**config.mk**
```make
export PLATFORM = sky130hd
export DESIGN_NAME = dp_exec_seq_flat
export DESIGN_NICKNAME = d
export VERILOG_FILES = /design/src/rtl/dp_exec_seq_if.sv /design/src/rtl/dp_exec_seq.sv /design/src/flat_wrapper.sv
export SDC_FILE = /design/constraint.sdc
export NUM_CORES = 1
export LEC_CHECK = 0
export CORE_AREA = 3 3 145 147
export DETAILED_ROUTE_END_ITERATION = 6
export DIE_AREA = 0 0 148 150
export HOLD_SLACK_MARGIN = 0.03
export PLACE_DENSITY = 0.8
export SYNTH_ARGS = -nofsm -noshare
export SYNTH_HDL_FRONTEND = slang
export SYNTH_SLANG_ARGS = --single-unit
```
**constraint.sdc**
```tcl
create_clock -name clk -period 2 [get_ports clk]
set_input_delay 0.2 -clock clk [delete_from_list [all_inputs] [get_ports clk]]
set_output_delay 0.2 -clock clk [all_outputs]
set_load 0.05 [all_outputs]
```
**src/rtl/dp_exec_seq_if.sv**
```systemverilog
// Bus bundle for the data-processing issue engine: instruction handshake,
// register-file ports, shifter and ALU drive, and writeback/status.
interface dp_exec_seq_if;
  logic        instr_valid;
  logic [31:0] instr;
  logic        instr_ready;
  logic [3:0]  cpsr_flags_in;
  logic [3:0]  rf_raddr_a;
  logic [3:0]  rf_raddr_b;
  logic [3:0]  rf_raddr_c;
  logic [31:0] rf_rdata_a;
  logic [31:0] rf_rdata_b;
  logic [31:0] rf_rdata_c;
  logic [31:0] sh_value;
  logic [1:0]  sh_type;
  logic [7:0]  sh_amount;
  logic        sh_imm_form;
  logic        sh_carry_in;
  logic [31:0] sh_result;
  logic        sh_carry;
  logic [3:0]  alu_op;
  logic [31:0] alu_a;
  logic [31:0] alu_b;
  logic        alu_shift_carry;
  logic [31:0] alu_result;
  logic [3:0]  alu_flags;
  logic        rf_we;
  logic [3:0]  rf_waddr;
  logic [31:0] rf_wdata;
  logic        cpsr_we;
  logic [3:0]  cpsr_flags_out;
  logic        done;
  logic        cond_failed;
  logic        unsupported;
  logic        pc_written;

  modport master (
    output instr_valid, instr, cpsr_flags_in,
    output rf_rdata_a, rf_rdata_b, rf_rdata_c,
    output sh_result, sh_carry, alu_result, alu_flags,
    input  instr_ready, rf_raddr_a, rf_raddr_b, rf_raddr_c,
    input  sh_value, sh_type, sh_amount, sh_imm_form, sh_carry_in,
    input  alu_op, alu_a, alu_b, alu_shift_carry,
    input  rf_we, rf_waddr, rf_wdata, cpsr_we, cpsr_flags_out,
    input  done, cond_failed, unsupported, pc_written
  );

  modport slave (
    input  instr_valid, instr, cpsr_flags_in,
    input  rf_rdata_a, rf_rdata_b, rf_rdata_c,
    input  sh_result, sh_carry, alu_result, alu_flags,
    output instr_ready, rf_raddr_a, rf_raddr_b, rf_raddr_c,
    output sh_value, sh_type, sh_amount, sh_imm_form, sh_carry_in,
    output alu_op, alu_a, alu_b, alu_shift_carry,
    output rf_we, rf_waddr, rf_wdata, cpsr_we, cpsr_flags_out,
    output done, cond_failed, unsupported, pc_written
  );
endinterface

```
**src/rtl/dp_exec_seq.sv**
```systemverilog
// Multi-cycle issue/sequencing engine for ARM data-processing instructions:
// condition check, operand read, shifter operand, ALU drive, writeback.
module dp_exec_seq #(
  parameter bit RS_WAIT  = 1'b1,
  parameter bit NV_NEVER = 1'b1
) (
  input  logic         clk,
  input  logic         rst_n,
  dp_exec_seq_if.slave bus
);
  typedef enum logic [2:0] {
    IDLE, READ, SHIFT, RWAIT, EXEC, WB
  } state_e;

  state_e      state_q, state_d;
  logic [31:0] ir_q, ir_d;
  logic [31:0] rn_q, rn_d;
  logic [31:0] rm_q, rm_d;
  logic [31:0] op_q, op_d;
  logic [31:0] res_q, res_d;
  logic [7:0]  rs_q, rs_d;
  logic [3:0]  flg_q, flg_d;
  logic        c_q, c_d;
  logic        shc_q, shc_d;
  logic        fail_q, fail_d;
  logic        unsup_q, unsup_d;

  logic        n_f, z_f, c_f, v_f, cond_ok;
  logic        i_bit, s_bit, is_test, unsup;
  logic [63:0] imm_x;
  logic [31:0] imm_op;
  logic        in_wb, wr_ok, rf_we_w;
  logic        unused_rs_hi;

  assign i_bit   = ir_q[25];
  assign s_bit   = ir_q[20];
  assign is_test = ir_q[24:23] == 2'b10;
  assign unsup   = (ir_q[27:26] != 2'b00)
                 | (!i_bit & ir_q[7] & ir_q[4])
                 | (is_test & !s_bit)
                 | ((ir_q[15:12] == 4'hF) & s_bit);

  // Rotating a doubled copy right gives imm8 ROR (2*rot) in the low word
  assign imm_x  = {24'd0, ir_q[7:0], 24'd0, ir_q[7:0]}
                >> {ir_q[11:8], 1'b0};
  assign imm_op = imm_x[31:0];

  assign unused_rs_hi = ^bus.rf_rdata_c[31:8];

  always_comb begin
    {n_f, z_f, c_f, v_f} = bus.cpsr_flags_in;
    cond_ok = 1'b0;
    unique case (ir_q[31:28])
      4'h0: cond_ok = z_f;
      4'h1: cond_ok = !z_f;
      4'h2: cond_ok = c_f;
      4'h3: cond_ok = !c_f;
      4'h4: cond_ok = n_f;
      4'h5: cond_ok = !n_f;
      4'h6: cond_ok = v_f;
      4'h7: cond_ok = !v_f;
      4'h8: cond_ok = c_f & !z_f;
      4'h9: cond_ok = !c_f | z_f;
      4'hA: cond_ok = n_f == v_f;
      4'hB: cond_ok = n_f != v_f;
      4'hC: cond_ok = !z_f & (n_f == v_f);
      4'hD: cond_ok = z_f | (n_f != v_f);
      4'hE: cond_ok = 1'b1;
      4'hF: cond_ok = !NV_NEVER;
    endcase
  end

  always_comb begin
    state_d = state_q;
    ir_d    = ir_q;
    rn_d    = rn_q;
    rm_d    = rm_q;
    op_d    = op_q;
    res_d   = res_q;
    rs_d    = rs_q;
    flg_d   = flg_q;
    c_d     = c_q;
    shc_d   = shc_q;
    fail_d  = fail_q;
    unsup_d = unsup_q;
    unique case (state_q)
      IDLE: begin
        if (bus.instr_valid) begin
          ir_d    = bus.instr;
          state_d = READ;
        end
      end
      READ: begin
        rn_d    = bus.rf_rdata_a;
        rm_d    = bus.rf_rdata_b;
        rs_d    = bus.rf_rdata_c[7:0];
        c_d     = bus.cpsr_flags_in[1];
        fail_d  = !cond_ok;
        unsup_d = unsup;
        state_d = (!cond_ok || unsup) ? WB : SHIFT;
      end
      SHIFT: begin
        if (i_bit) begin
          op_d  = imm_op;
          shc_d = (ir_q[11:8] == 4'd0) ? c_q : imm_op[31];
        end else begin
          op_d  = bus.sh_result;
          shc_d = bus.sh_carry;
        end
        state_d = (RS_WAIT && !i_bit && ir_q[4]) ? RWAIT : EXEC;
      end
      RWAIT: state_d = EXEC;
      EXEC: begin
        res_d   = bus.alu_result;
        flg_d   = bus.alu_flags;
        state_d = WB;
      end
      WB:      state_d = IDLE;
      default: state_d = IDLE;
    endcase
  end

  always_ff @(posedge clk) begin
    if (!rst_n) begin
      state_q <= IDLE;
      ir_q    <= '0;
      rn_q    <= '0;
      rm_q    <= '0;
      op_q    <= '0;
      res_q   <= '0;
      rs_q    <= '0;
      flg_q   <= '0;
      c_q     <= 1'b0;
      shc_q   <= 1'b0;
      fail_q  <= 1'b0;
      unsup_q <= 1'b0;
    end else begin
      state_q <= state_d;
      ir_q    <= ir_d;
      rn_q    <= rn_d;
      rm_q    <= rm_d;
      op_q    <= op_d;
      res_q   <= res_d;
      rs_q    <= rs_d;
      flg_q   <= flg_d;
      c_q     <= c_d;
      shc_q   <= shc_d;
      fail_q  <= fail_d;
      unsup_q <= unsup_d;
    end
  end

  assign in_wb   = state_q == WB;
  assign wr_ok   = in_wb & !fail_q & !unsup_q;
  assign rf_we_w = wr_ok & !is_test;

  assign bus.instr_ready     = state_q == IDLE;
  assign bus.rf_raddr_a      = ir_q[19:16];
  assign bus.rf_raddr_b      = ir_q[3:0];
  assign bus.rf_raddr_c      = ir_q[11:8];
  assign bus.sh_value        = rm_q;
  assign bus.sh_type         = ir_q[6:5];
  assign bus.sh_amount       = ir_q[4] ? rs_q : {3'd0, ir_q[11:7]};
  assign bus.sh_imm_form     = ((state_q == SHIFT) || (state_q == RWAIT))
                             & !ir_q[4];
  assign bus.sh_carry_in     = c_q;
  assign bus.alu_op          = ir_q[24:21];
  assign bus.alu_a           = rn_q;
  assign bus.alu_b           = op_q;
  assign bus.alu_shift_carry = shc_q;
  assign bus.rf_we           = rf_we_w;
  assign bus.rf_waddr        = ir_q[15:12];
  assign bus.rf_wdata        = res_q;
  assign bus.cpsr_we         = wr_ok & s_bit;
  assign bus.cpsr_flags_out  = flg_q;
  assign bus.done            = in_wb;
  assign bus.cond_failed     = in_wb & fail_q & !unsup_q;
  assign bus.unsupported     = in_wb & unsup_q;
  assign bus.pc_written      = rf_we_w & (ir_q[15:12] == 4'hF);
endmodule

```
**src/flat_wrapper.sv**
```systemverilog
// flat-port wrapper written by rule: the top's interface ports become plain ports
module dp_exec_seq_flat 
#(
  parameter bit RS_WAIT  = 1'b1,
  parameter bit NV_NEVER = 1'b1
)
  (clk, rst_n, bus_instr_valid, bus_instr, bus_cpsr_flags_in, bus_rf_rdata_a, bus_rf_rdata_b, bus_rf_rdata_c, bus_sh_result, bus_sh_carry, bus_alu_result, bus_alu_flags, bus_instr_ready, bus_rf_raddr_a, bus_rf_raddr_b, bus_rf_raddr_c, bus_sh_value, bus_sh_type, bus_sh_amount, bus_sh_imm_form, bus_sh_carry_in, bus_alu_op, bus_alu_a, bus_alu_b, bus_alu_shift_carry, bus_rf_we, bus_rf_waddr, bus_rf_wdata, bus_cpsr_we, bus_cpsr_flags_out, bus_done, bus_cond_failed, bus_unsupported, bus_pc_written);
  dp_exec_seq_if bus_i ();
  input  logic clk;
  input  logic rst_n;
  input wire logic [$bits(bus_i.instr_valid)-1:0] bus_instr_valid;
  input wire logic [$bits(bus_i.instr)-1:0] bus_instr;
  input wire logic [$bits(bus_i.cpsr_flags_in)-1:0] bus_cpsr_flags_in;
  input wire logic [$bits(bus_i.rf_rdata_a)-1:0] bus_rf_rdata_a;
  input wire logic [$bits(bus_i.rf_rdata_b)-1:0] bus_rf_rdata_b;
  input wire logic [$bits(bus_i.rf_rdata_c)-1:0] bus_rf_rdata_c;
  input wire logic [$bits(bus_i.sh_result)-1:0] bus_sh_result;
  input wire logic [$bits(bus_i.sh_carry)-1:0] bus_sh_carry;
  input wire logic [$bits(bus_i.alu_result)-1:0] bus_alu_result;
  input wire logic [$bits(bus_i.alu_flags)-1:0] bus_alu_flags;
  output wire logic [$bits(bus_i.instr_ready)-1:0] bus_instr_ready;
  output wire logic [$bits(bus_i.rf_raddr_a)-1:0] bus_rf_raddr_a;
  output wire logic [$bits(bus_i.rf_raddr_b)-1:0] bus_rf_raddr_b;
  output wire logic [$bits(bus_i.rf_raddr_c)-1:0] bus_rf_raddr_c;
  output wire logic [$bits(bus_i.sh_value)-1:0] bus_sh_value;
  output wire logic [$bits(bus_i.sh_type)-1:0] bus_sh_type;
  output wire logic [$bits(bus_i.sh_amount)-1:0] bus_sh_amount;
  output wire logic [$bits(bus_i.sh_imm_form)-1:0] bus_sh_imm_form;
  output wire logic [$bits(bus_i.sh_carry_in)-1:0] bus_sh_carry_in;
  output wire logic [$bits(bus_i.alu_op)-1:0] bus_alu_op;
  output wire logic [$bits(bus_i.alu_a)-1:0] bus_alu_a;
  output wire logic [$bits(bus_i.alu_b)-1:0] bus_alu_b;
  output wire logic [$bits(bus_i.alu_shift_carry)-1:0] bus_alu_shift_carry;
  output wire logic [$bits(bus_i.rf_we)-1:0] bus_rf_we;
  output wire logic [$bits(bus_i.rf_waddr)-1:0] bus_rf_waddr;
  output wire logic [$bits(bus_i.rf_wdata)-1:0] bus_rf_wdata;
  output wire logic [$bits(bus_i.cpsr_we)-1:0] bus_cpsr_we;
  output wire logic [$bits(bus_i.cpsr_flags_out)-1:0] bus_cpsr_flags_out;
  output wire logic [$bits(bus_i.done)-1:0] bus_done;
  output wire logic [$bits(bus_i.cond_failed)-1:0] bus_cond_failed;
  output wire logic [$bits(bus_i.unsupported)-1:0] bus_unsupported;
  output wire logic [$bits(bus_i.pc_written)-1:0] bus_pc_written;
  assign bus_i.instr_valid = bus_instr_valid;
  assign bus_i.instr = bus_instr;
  assign bus_i.cpsr_flags_in = bus_cpsr_flags_in;
  assign bus_i.rf_rdata_a = bus_rf_rdata_a;
  assign bus_i.rf_rdata_b = bus_rf_rdata_b;
  assign bus_i.rf_rdata_c = bus_rf_rdata_c;
  assign bus_i.sh_result = bus_sh_result;
  assign bus_i.sh_carry = bus_sh_carry;
  assign bus_i.alu_result = bus_alu_result;
  assign bus_i.alu_flags = bus_alu_flags;
  assign bus_instr_ready = bus_i.instr_ready;
  assign bus_rf_raddr_a = bus_i.rf_raddr_a;
  assign bus_rf_raddr_b = bus_i.rf_raddr_b;
  assign bus_rf_raddr_c = bus_i.rf_raddr_c;
  assign bus_sh_value = bus_i.sh_value;
  assign bus_sh_type = bus_i.sh_type;
  assign bus_sh_amount = bus_i.sh_amount;
  assign bus_sh_imm_form = bus_i.sh_imm_form;
  assign bus_sh_carry_in = bus_i.sh_carry_in;
  assign bus_alu_op = bus_i.alu_op;
  assign bus_alu_a = bus_i.alu_a;
  assign bus_alu_b = bus_i.alu_b;
  assign bus_alu_shift_carry = bus_i.alu_shift_carry;
  assign bus_rf_we = bus_i.rf_we;
  assign bus_rf_waddr = bus_i.rf_waddr;
  assign bus_rf_wdata = bus_i.rf_wdata;
  assign bus_cpsr_we = bus_i.cpsr_we;
  assign bus_cpsr_flags_out = bus_i.cpsr_flags_out;
  assign bus_done = bus_i.done;
  assign bus_cond_failed = bus_i.cond_failed;
  assign bus_unsupported = bus_i.unsupported;
  assign bus_pc_written = bus_i.pc_written;
  dp_exec_seq #(.RS_WAIT(RS_WAIT), .NV_NEVER(NV_NEVER)) u_core (.clk(clk), .rst_n(rst_n), .bus(bus_i));
endmodule
```
==> results.toml, run 1 <==
[outcome]
run_status = "finished clean"

[power_and_ir_drop]
leakagePower_nw = 4.31
worst_ir_drop_vdd_uv = 682
power.density_mw_per_mm2 = 1280

[setup_path]
cp.required_ps = 1800
critPathSlowestCell = "dfxtp_4"
cp.arrival_ps = 1770
criticalPathCategory = "reg2out"
worst-path-max-fanout = 5
crit_chain = "nand3b_1 -> nor3_2 -> nor3b_4 -> buf_12"
cp-start-kind = "flip-flop"
cpPeakStageDelay_ps = 360
cp_num_buf_inv = 1
crit_path_end_kind = "output pin"
path_delay_family = "simple AND/OR/NAND/NOR gates"

[place]
port_buffers = 351
pre_cts_ws_ps = 157
placed_cells = 1495
place_area_mm2 = 0.0111
place.gp.congestion = 0.893
place_hpwl_um = 18100

[clock_network]
cts_tree = "built"
hold_buffers = 0
cts_buffers = 17
cts_root_buf = "clkbuf_16"
clk_pin_slew_worst_paths_ps = 70
htree_levels = 4
clock_latency_ps = 420
clockBufferDepth = 2
cts_sinks = 179

[yosys]
synth_area_leaders = "dfxtp_1 48%, nand2_1 15%, a21oi_1 10%, buf_4 2.3%, a221oi_1 2.2%"
syn_inst = 947
synth_cell_types = 59
synth_top_flop_cell = "dfxtp_1"
synthArstFlopShare = 0
syn-num-nets = 1151
ys_ff_latch = 179
netlist.area_leader.share = 0.480
syn_area_mm2 = 0.00746
synth.cells.most_frequent = "300 x nand2_1, 179 x dfxtp_1, 151 x a21oi_1, 43 x nor2_1, 35 x clkbuf_1"
seq_area_frac_synth = 0.480
yosysWarnings = 0
synth_edf_count = 0
yosysMostFrequentCell = "nand2_1"
synth_area_per_cell_um2 = 7.88
synth_top_area_cell = "dfxtp_1"

[timing]
max_freq_ghz = 0.507
slew_violations = 0
hold_violations = 0
slew_headroom = 0.618
tightest_slew_ps = 558
setup_ws_ps = 26.9
skew_ps = 8.56
period_share = 0.987
rsz0062_at_grt = "yes"
fin_crit_ps = 1970
finalSetupViolCount = 0

[floorplanning]
start_util = 0.372
core_area_mm2 = 0.0200
dieArea_mm2 = 0.0222
die_h_um = 150
num_rows = 52
die_x_um = 148
io-pin-count = 376

[grt]
grt_pass1_wl_um = 38100
grt.total_usage = 0.214
grt_pass1_vias = 7144
antenna_found_initial = 1
grt_max_degree = 78
grt_remaining_overflow = 0

[drt]
wl_per_cell_um = 16.5
first_iter_violations = 526
wl_um = 25200
vias = 7710
ant_nets = 0
dr.pass1.iters = 5
drcViolationCount = 0
viasPerCell = 5.05

[final_layout]
stdcell_area_mm2 = 0.0118
layout-drive-gt1-share = 0.0803
diodes = 0
final_cell_count_no_fill = 1528
nNetsFinal = 1449
area_growth_pct = 58.4

[flow_run]
drv_cap = 0

[hold_path]
hold_path_class = "in2reg"
-- routing by layer --
metal | track usage | part of all wire | up-vias
met1 | 0.268 | 0.41 | 3565
met4 | 0.0933 | 0.030 | 2
met3 | 0.0597 | 0.078 | 46
met2 | 0.348 | 0.49 | 341
li1 | - | - | 3756
met5 | 0 | 0.00044 | -
-- state kept, by name, summed over array words and instances, names as in the netlist, 3 cells and up --
signal and flops:
u_core.bus.sh_value 32, u_core.ir_q 32, u_core.bus.cpsr_flags_out 4, u_core.bus.alu_b 32
u_core.rs_q 8, u_core.bus.rf_wdata 32, u_core.state_q 3, u_core.bus.alu_a 32
-- stage by stage --
| stage | total power [mW] | hold slack [ps] | util | setup TNS [ps] |
|---|---|---|---|---|
| 2_1_floorplan | 9.17 | 336 | - | -24.0 |
| 3_3_place_gp | 11.3 | 438 | 0.555 | 0 |
| 3_5_place_dp | 11.4 | 446 | 0.555 | 0 |
| 4_1_cts | 15.3 | 297 | 0.588 | 0 |
| 5_1_grt | 15.9 | 307 | 0.590 | -77.3 |
| 6_report | 15.2 | 319 | 0.590 | 0 |
-- repair_timing --
item,CTS,global route
resized for setup,3,6
pin swaps,0,2
setup endpoints to repair,2,2
buffers inserted,0,1
hold endpoints to repair,0,0
-- worst paths after layout --
kind | end | slack (ps) | depth (start not counted) | from
hold / removal | u_core.bus.rf_wdata[22] | 320 | 3 | bus_alu_result[22]
hold reg to reg | u_core.bus.rf_wdata[24] | 450 | 2 | u_core.bus.rf_wdata[24]
setup / recovery | bus_pc_written | 30 | 4 | u_core.state_q[1]
setup reg to reg | u_core.bus.alu_b[14] | 200 | 6 | u_core.ir_q[9]
-- logic make-up after synthesis --
kind of cell / count (synthesis) / synth area share
compound gates: 246 / 0.195
mux: 15 / 0.0221
simple gates: 391 / 0.216
xor+xnor: 5 / 0.00587
flops: 179 / 0.480
buf+inv: 111 / 0.0808
-- power breakdown --
part / switching (mW) / leakage (nW) / internal (mW)
combinational: 4.33 / 2.53 / 2.25
sequential: 0.507 / 1.46 / 4.29
clock: 1.51 / 0.318 / 2.28
-- worst min-delay path: cells and delay by family --
kind,cells,cell delay [ps]
AOI/OAI and AO/OA,1,50
and+or+nand+nor,1,50
buffers and inverters,1,400
-- layout by cell type, fill, tap and decap left out, drive strengths merged, types with 2 or more instances in the layout --
| master | count |
|---|---|
| clkdlybuf4s50 | 331 |
| nand2 | 300 |
| dfxtp | 179 |
| a21oi | 151 |
| nor2 | 44 |
| buf | 43 |
| o21ai | 35 |
| a221oi | 21 |
| clkbuf | 19 |
| inv | 19 |
| nor3b | 11 |
| mux2i | 9 |
| o221ai | 8 |
| and2 | 7 |
| nand3 | 7 |
| mux2 | 6 |
| xnor2 | 5 |
| o2bb2ai | 5 |
| bufinv | 5 |
| a21boi | 4 |
| nor2b | 4 |
| a31oi | 3 |
| a211oi | 3 |
| and3 | 3 |
| nor3 | 3 |
| and2b | 3 |
| nor4 | 2 |
| nand2b | 2 |
| a22o | 2 |
| a32oi | 2 |
| clkinvlp | 2 |
| clkinv | 2 |
-- layout make-up --
class	instances	area, um2
Multi-Input combinational cell	657	3320
Inverter	15	58.8
Clock buffer	19	443
Tap cell	270	338
Timing Repair Buffer	375	3840
Sequential cell	179	3590
Fill cell	1777	8220
Clock inverter	13	223
No activity file was read; power rests on OpenSTA's default activity.
==> run 2: changes to the inputs <==
--- a/config.mk
+++ b/config.mk
@@ -6,6 +6,7 @@
 export NUM_CORES = 1
 export LEC_CHECK = 0
 export CORE_AREA = 3 3 145 147
+export CTS_CLUSTER_SIZE = 16
 export DETAILED_ROUTE_END_ITERATION = 6
 export DIE_AREA = 0 0 148 150
 export HOLD_SLACK_MARGIN = 0.03
==> constraint.sdc (replaced) <==
create_clock -name clk -period 2 [get_ports clk]
set_input_delay 0.3 -clock clk [delete_from_list [all_inputs] [get_ports clk]]
set_output_delay 0.3 -clock clk [all_outputs]
set_load 0.05 [all_outputs]
==> run 2 against run 1 <==
  * Sequential share of layout area shrank 0.068 points
  * Via count shrank 0.40%
  * Count of clock-buffer cells in the layout shrank 1
  * Worst setup slack gained 34 ps
  * Clock skew is essentially flat
  * Sequential cell count is the same
==> results.toml, run 2 (synthesis results as in run 1) <==
[clock_network]
cts_buffers = 17
hold_buffers = 0
cts_root_buf = "clkbuf_16"
clk_pin_slew_worst_paths_ps = 70
cts_sinks = 179
cts_tree = "built"
htree_levels = 4
clock_latency_ps = 420
clockBufferDepth = 2

[timing]
slew_violations = 0
skew_ps = 8.87
max_freq_ghz = 0.516
tightest_slew_ps = 569
slew_headroom = 0.619
rsz0062_at_grt = "yes"
finalSetupViolCount = 0
period_share = 0.970
fin_crit_ps = 1940
fin_tns_setup_ps = 0
hold_violations = 0

[setup_path]
cp-start-kind = "flip-flop"
cp.required_ps = 1700
path_delay_family = "buffers and inverters"
criticalPathCategory = "reg2out"
crit_path_end_kind = "output pin"
worst-path-max-fanout = 2
cpPeakStageDelay_ps = 840
critPathSlowestCell = "clkdlybuf4s50_1"
crit_chain = "clkdlybuf4s50_1"
cp_num_buf_inv = 1
cp.arrival_ps = 1640

[grt]
grt_pass1_wl_um = 38600
grt_pass1_vias = 7265
grt.total_usage = 0.216
grt_max_degree = 69
grt_remaining_overflow = 0
antenna_found_initial = 0

[floorplanning]
dieArea_mm2 = 0.0222
io-pin-count = 376
die_x_um = 148
start_util = 0.372
die_h_um = 150
core_area_mm2 = 0.0200
num_rows = 52

[place]
port_buffers = 351
place.gp.congestion = 0.829
place_hpwl_um = 18500
place_area_mm2 = 0.0112

[final_layout]
nNetsFinal = 1452
layout_commonest_cell = "clkdlybuf4s50_1"
stdcell_area_mm2 = 0.0118
final_cell_mix = "323 x clkdlybuf4s50_1, 300 x nand2_1, 174 x dfxtp_1"
utilization = 0.591
multi_input_area_mm2 = 0.00331
diodes = 0
num-fill-cells = 1789
regArea_mm2 = 0.00359
area_growth_pct = 58.7
layout-drive-gt1-share = 0.0849

[outcome]
run_status = "finished clean"

[drt]
dr.pass1.iters = 5
wl_um = 25500
first_iter_violations = 439
vias = 7679
viasPerCell = 5.02
drcViolationCount = 0
ant_nets = 0
wl_per_cell_um = 16.6

[hold_path]
hold_path_class = "in2reg"

[power_and_ir_drop]
worst_ir_drop_vdd_uv = 794
leakagePower_nw = 4.40
power.density_mw_per_mm2 = 1270

[flow_run]
drv_cap = 0
-- run 2: per-stage QoR --
| step | hold WS [ps] | setup slack (ps) | power (mW) | instances |
|---|---|---|---|---|
| global route | 396 | -42.6 | 15.7 | 1531 |
| floorplan | 432 | -57.7 | 9.17 | 947 |
| detailed placement | 443 | 96.8 | 11.5 | 1498 |
| finish | 413 | 60.5 | 15.1 | 1531 |
| global placement | 437 | 118 | 11.4 | 1498 |
| CTS | 396 | 1.56 | 15.1 | 1531 |
-- run 2: timing repair --
| item | CTS | global route |
|---|---|---|
| setup buffers | 1 | 0 |
| setup endpoints to repair | 12 | 7 |
| cloned | 0 | 0 |
| resized for setup | 9 | 7 |
| pin swaps | 1 | 0 |
-- run 2: worst paths after layout --
check / start / endpoint / slack (ps) / cells after the start
max: u_core.bus.sh_value[18] / bus_sh_value[18] / 60 / 1
min: bus_instr[18] / u_core.ir_q[18] / 410 / 3
max reg2reg: u_core.ir_q[9] / u_core.bus.alu_b[30] / 180 / 5
min reg2reg: u_core.rs_q[6] / u_core.rs_q[6] / 450 / 2
-- run 2: power breakdown --
part | internal [mW] | total, mW | switching [mW]
Clock | 2.12 | 3.61 | 1.50
Sequential | 4.29 | 4.81 | 0.517
Combinational | 2.29 | 6.63 | 4.34
-- run 2: layout make-up --
| type | instances | share of cell area |
|---|---|---|
| clock buffers | 18 | 0.0362 |
| repair buffers | 378 | 0.331 |
| clock inverters | 14 | 0.0168 |
| well taps | 270 | 0.0285 |
| flip-flops and latches | 179 | 0.303 |
| inverters | 15 | 0.00496 |
| multi-input cells | 657 | 0.279 |
-- run 2: layer usage --
metal	GRT usage	vias to the layer above	part of all wire
met5	0	-	0
met4	0.0859	0	0.028
met3	0.0684	42	0.084
met2	0.357	334	0.49
met1	0.263	3556	0.40
li1	-	3747	-
==> run 3: changes to the inputs <==
--- a/config.mk
+++ b/config.mk
@@ -11,6 +11,7 @@
 export DIE_AREA = 0 0 148 150
 export HOLD_SLACK_MARGIN = 0.03
 export PLACE_DENSITY = 0.8
+export SETUP_SLACK_MARGIN = 0.05
 export SYNTH_ARGS = -nofsm -noshare
 export SYNTH_HDL_FRONTEND = slang
 export SYNTH_SLANG_ARGS = --single-unit
==> run 3 against run 2 <==
  * Register-to-register slack improved by 100 ps
  * Count of clock-buffer cells in the layout unchanged
  * Worst hold slack about the same
  * Sequential cell count unchanged
  * Critical path depth increased by 4
  * Sequential share of layout area decreased by 0.14 points
  * Combinational power about the same
  * Sequential power about the same
  * Non-clock buffer count increased by 2
  * Die area unchanged
  * Clock power about the same
  * Critical path type unchanged
  * Largest cell class unchanged
  * Largest power group unchanged
==> results.toml, run 3 (synthesis results as in run 1) <==
[grt]
antenna_found_initial = 0
grt_pass1_wl_um = 38700
grt_pass1_vias = 7265
grt.total_usage = 0.216
grt_max_degree = 69
grt_remaining_overflow = 0

[power_and_ir_drop]
p_seq_frac = 0.320
power.density_mw_per_mm2 = 1270
p_sw_frac = 0.423
clkPwrFrac = 0.240
combPwrFrac = 0.441
internal_power_mw = 8.70
leakagePower_nw = 4.57
p_sw_mw = 6.38
worst_ir_drop_vdd_uv = 773
p_total_mw = 15.1

[outcome]
run_status = "finished clean"

[final_layout]
layout_commonest_cell = "clkdlybuf4s50_1"
diodes = 0
nNetsFinal = 1454
regArea_mm2 = 0.00360
layout-drive-gt1-share = 0.0879
stdcell_area_mm2 = 0.0119
area_growth_pct = 59.8
final_cell_mix = "310 x clkdlybuf4s50_1, 300 x nand2_1, 173 x dfxtp_1"
utilization = 0.595
multi_input_area_mm2 = 0.00333
num-fill-cells = 1775

[setup_path]
r2r-start = "u_core.state_q[1]"
worst-path-max-fanout = 5
cp.required_ps = 1700
cp.arrival_ps = 1610
r2r_slack_ps = 280
worstSetupStartpoint = "u_core.state_q[1]"
cp-start-kind = "flip-flop"
reg2reg_to = "u_core.state_q[0]"
criticalPathCategory = "reg2out"
crit_path_end_kind = "output pin"
r2r_cells = 5

[drt]
drt-met1-wl_um = 10200
wl_met3_um = 2190
wl_met2_um = 12500
wl_um = 25600
wl_per_cell_um = 16.7
drcViolationCount = 0
first_iter_violations = 464
top_layer = "met4"
dr.pass1.iters = 5
ant_nets = 0
viasPerCell = 5.02
vias = 7694

[timing]
slew_violations = 0
whs_ps = 412
slew_headroom = 0.620
max_freq_ghz = 0.523
tightest_slew_ps = 569
hold_violations = 0
finalSetupViolCount = 0
period_share = 0.956
rsz0062_at_grt = "yes"
skew_ps = 9.45
fin_crit_ps = 1910

[hold_path]
hold_path_class = "in2reg"
hold_end = "u_core.ir_q[15]"
hp-start = "bus_instr[15]"
holdPathStages = 3

[clock_network]
cts_root_buf = "clkbuf_16"
hold_buffers = 0
clock_latency_ps = 430
clk_pin_slew_worst_paths_ps = 70
clockBufferDepth = 2
cts_tree = "built"
htree_levels = 4
cts_sinks = 179
cts_buffers = 17

[place]
place_area_mm2 = 0.0112
port_buffers = 351
place_hpwl_um = 18500
place.gp.congestion = 0.829

[floorplanning]
die_x_um = 148
dieArea_mm2 = 0.0222
num_rows = 52
start_util = 0.372
core_area_mm2 = 0.0200
die_h_um = 150
io-pin-count = 376

[flow_run]
drv_cap = 0
run 3: what timing repair did:
| item | CTS | global route |
|---|---|---|
| pin swaps | 1 | 1 |
| setup endpoints to repair | 18 | 16 |
| setup buffers | 1 | 2 |
| gates cloned | 0 | 0 |
| resized for setup | 18 | 20 |
run 3: worst max path at each step:
stage,end,slack (ps),depth (start not counted)
CTS,bus_pc_written,40,5
detailed placement,u_core.state_q[0],100,6
finish,bus_pc_written,90,5
floorplan,bus_sh_amount[1],-60,3
global route,bus_pc_written,10,5
global placement,u_core.state_q[0],120,6
run 3: power by group through the flow:
stage,logic [mW],clock network (mW),registers (mW)
after floorplan,2.65,0,6.52
after global placement,6.56,0,4.82
after detailed placement,6.64,0,4.87
after CTS,6.64,3.68,4.80
after global routing,7.03,3.82,4.91
final,6.65,3.62,4.82
run 3: critical path, cell delays in order (launching register included):
cell and delay, ps:
dfxtp_4 360, nand3b_1 160, buf_6 150, nor3_2 100
nor3b_4 220, clkbuf_16 200
run 3: stage by stage:
step | instances | setup slack, ps | TNS [ps]
2_1_floorplan | 947 | -57.7 | -115
3_3_place_gp | 1498 | 118 | 0
3_5_place_dp | 1498 | 96.8 | 0
4_1_cts | 1531 | 43.3 | 0
5_1_grt | 1533 | 10.5 | 0
6_report | 1533 | 88.4 | 0
run 3: metal layers:
| metal | up-vias | track usage |
|---|---|---|
| li1 | 3750 | - |
| met1 | 3559 | 0.263 |
| met2 | 343 | 0.357 |
| met3 | 42 | 0.0684 |
| met4 | 0 | 0.0859 |
| met5 | - | 0 |
run 3: cell type report:
cell class	count	area share
clock buffers	18	0.0360
clock inverters	14	0.0167
well taps	270	0.0283
inverters	15	0.00493
repair buffers	380	0.333
flip-flops and latches	179	0.302
multi-input cells	657	0.279
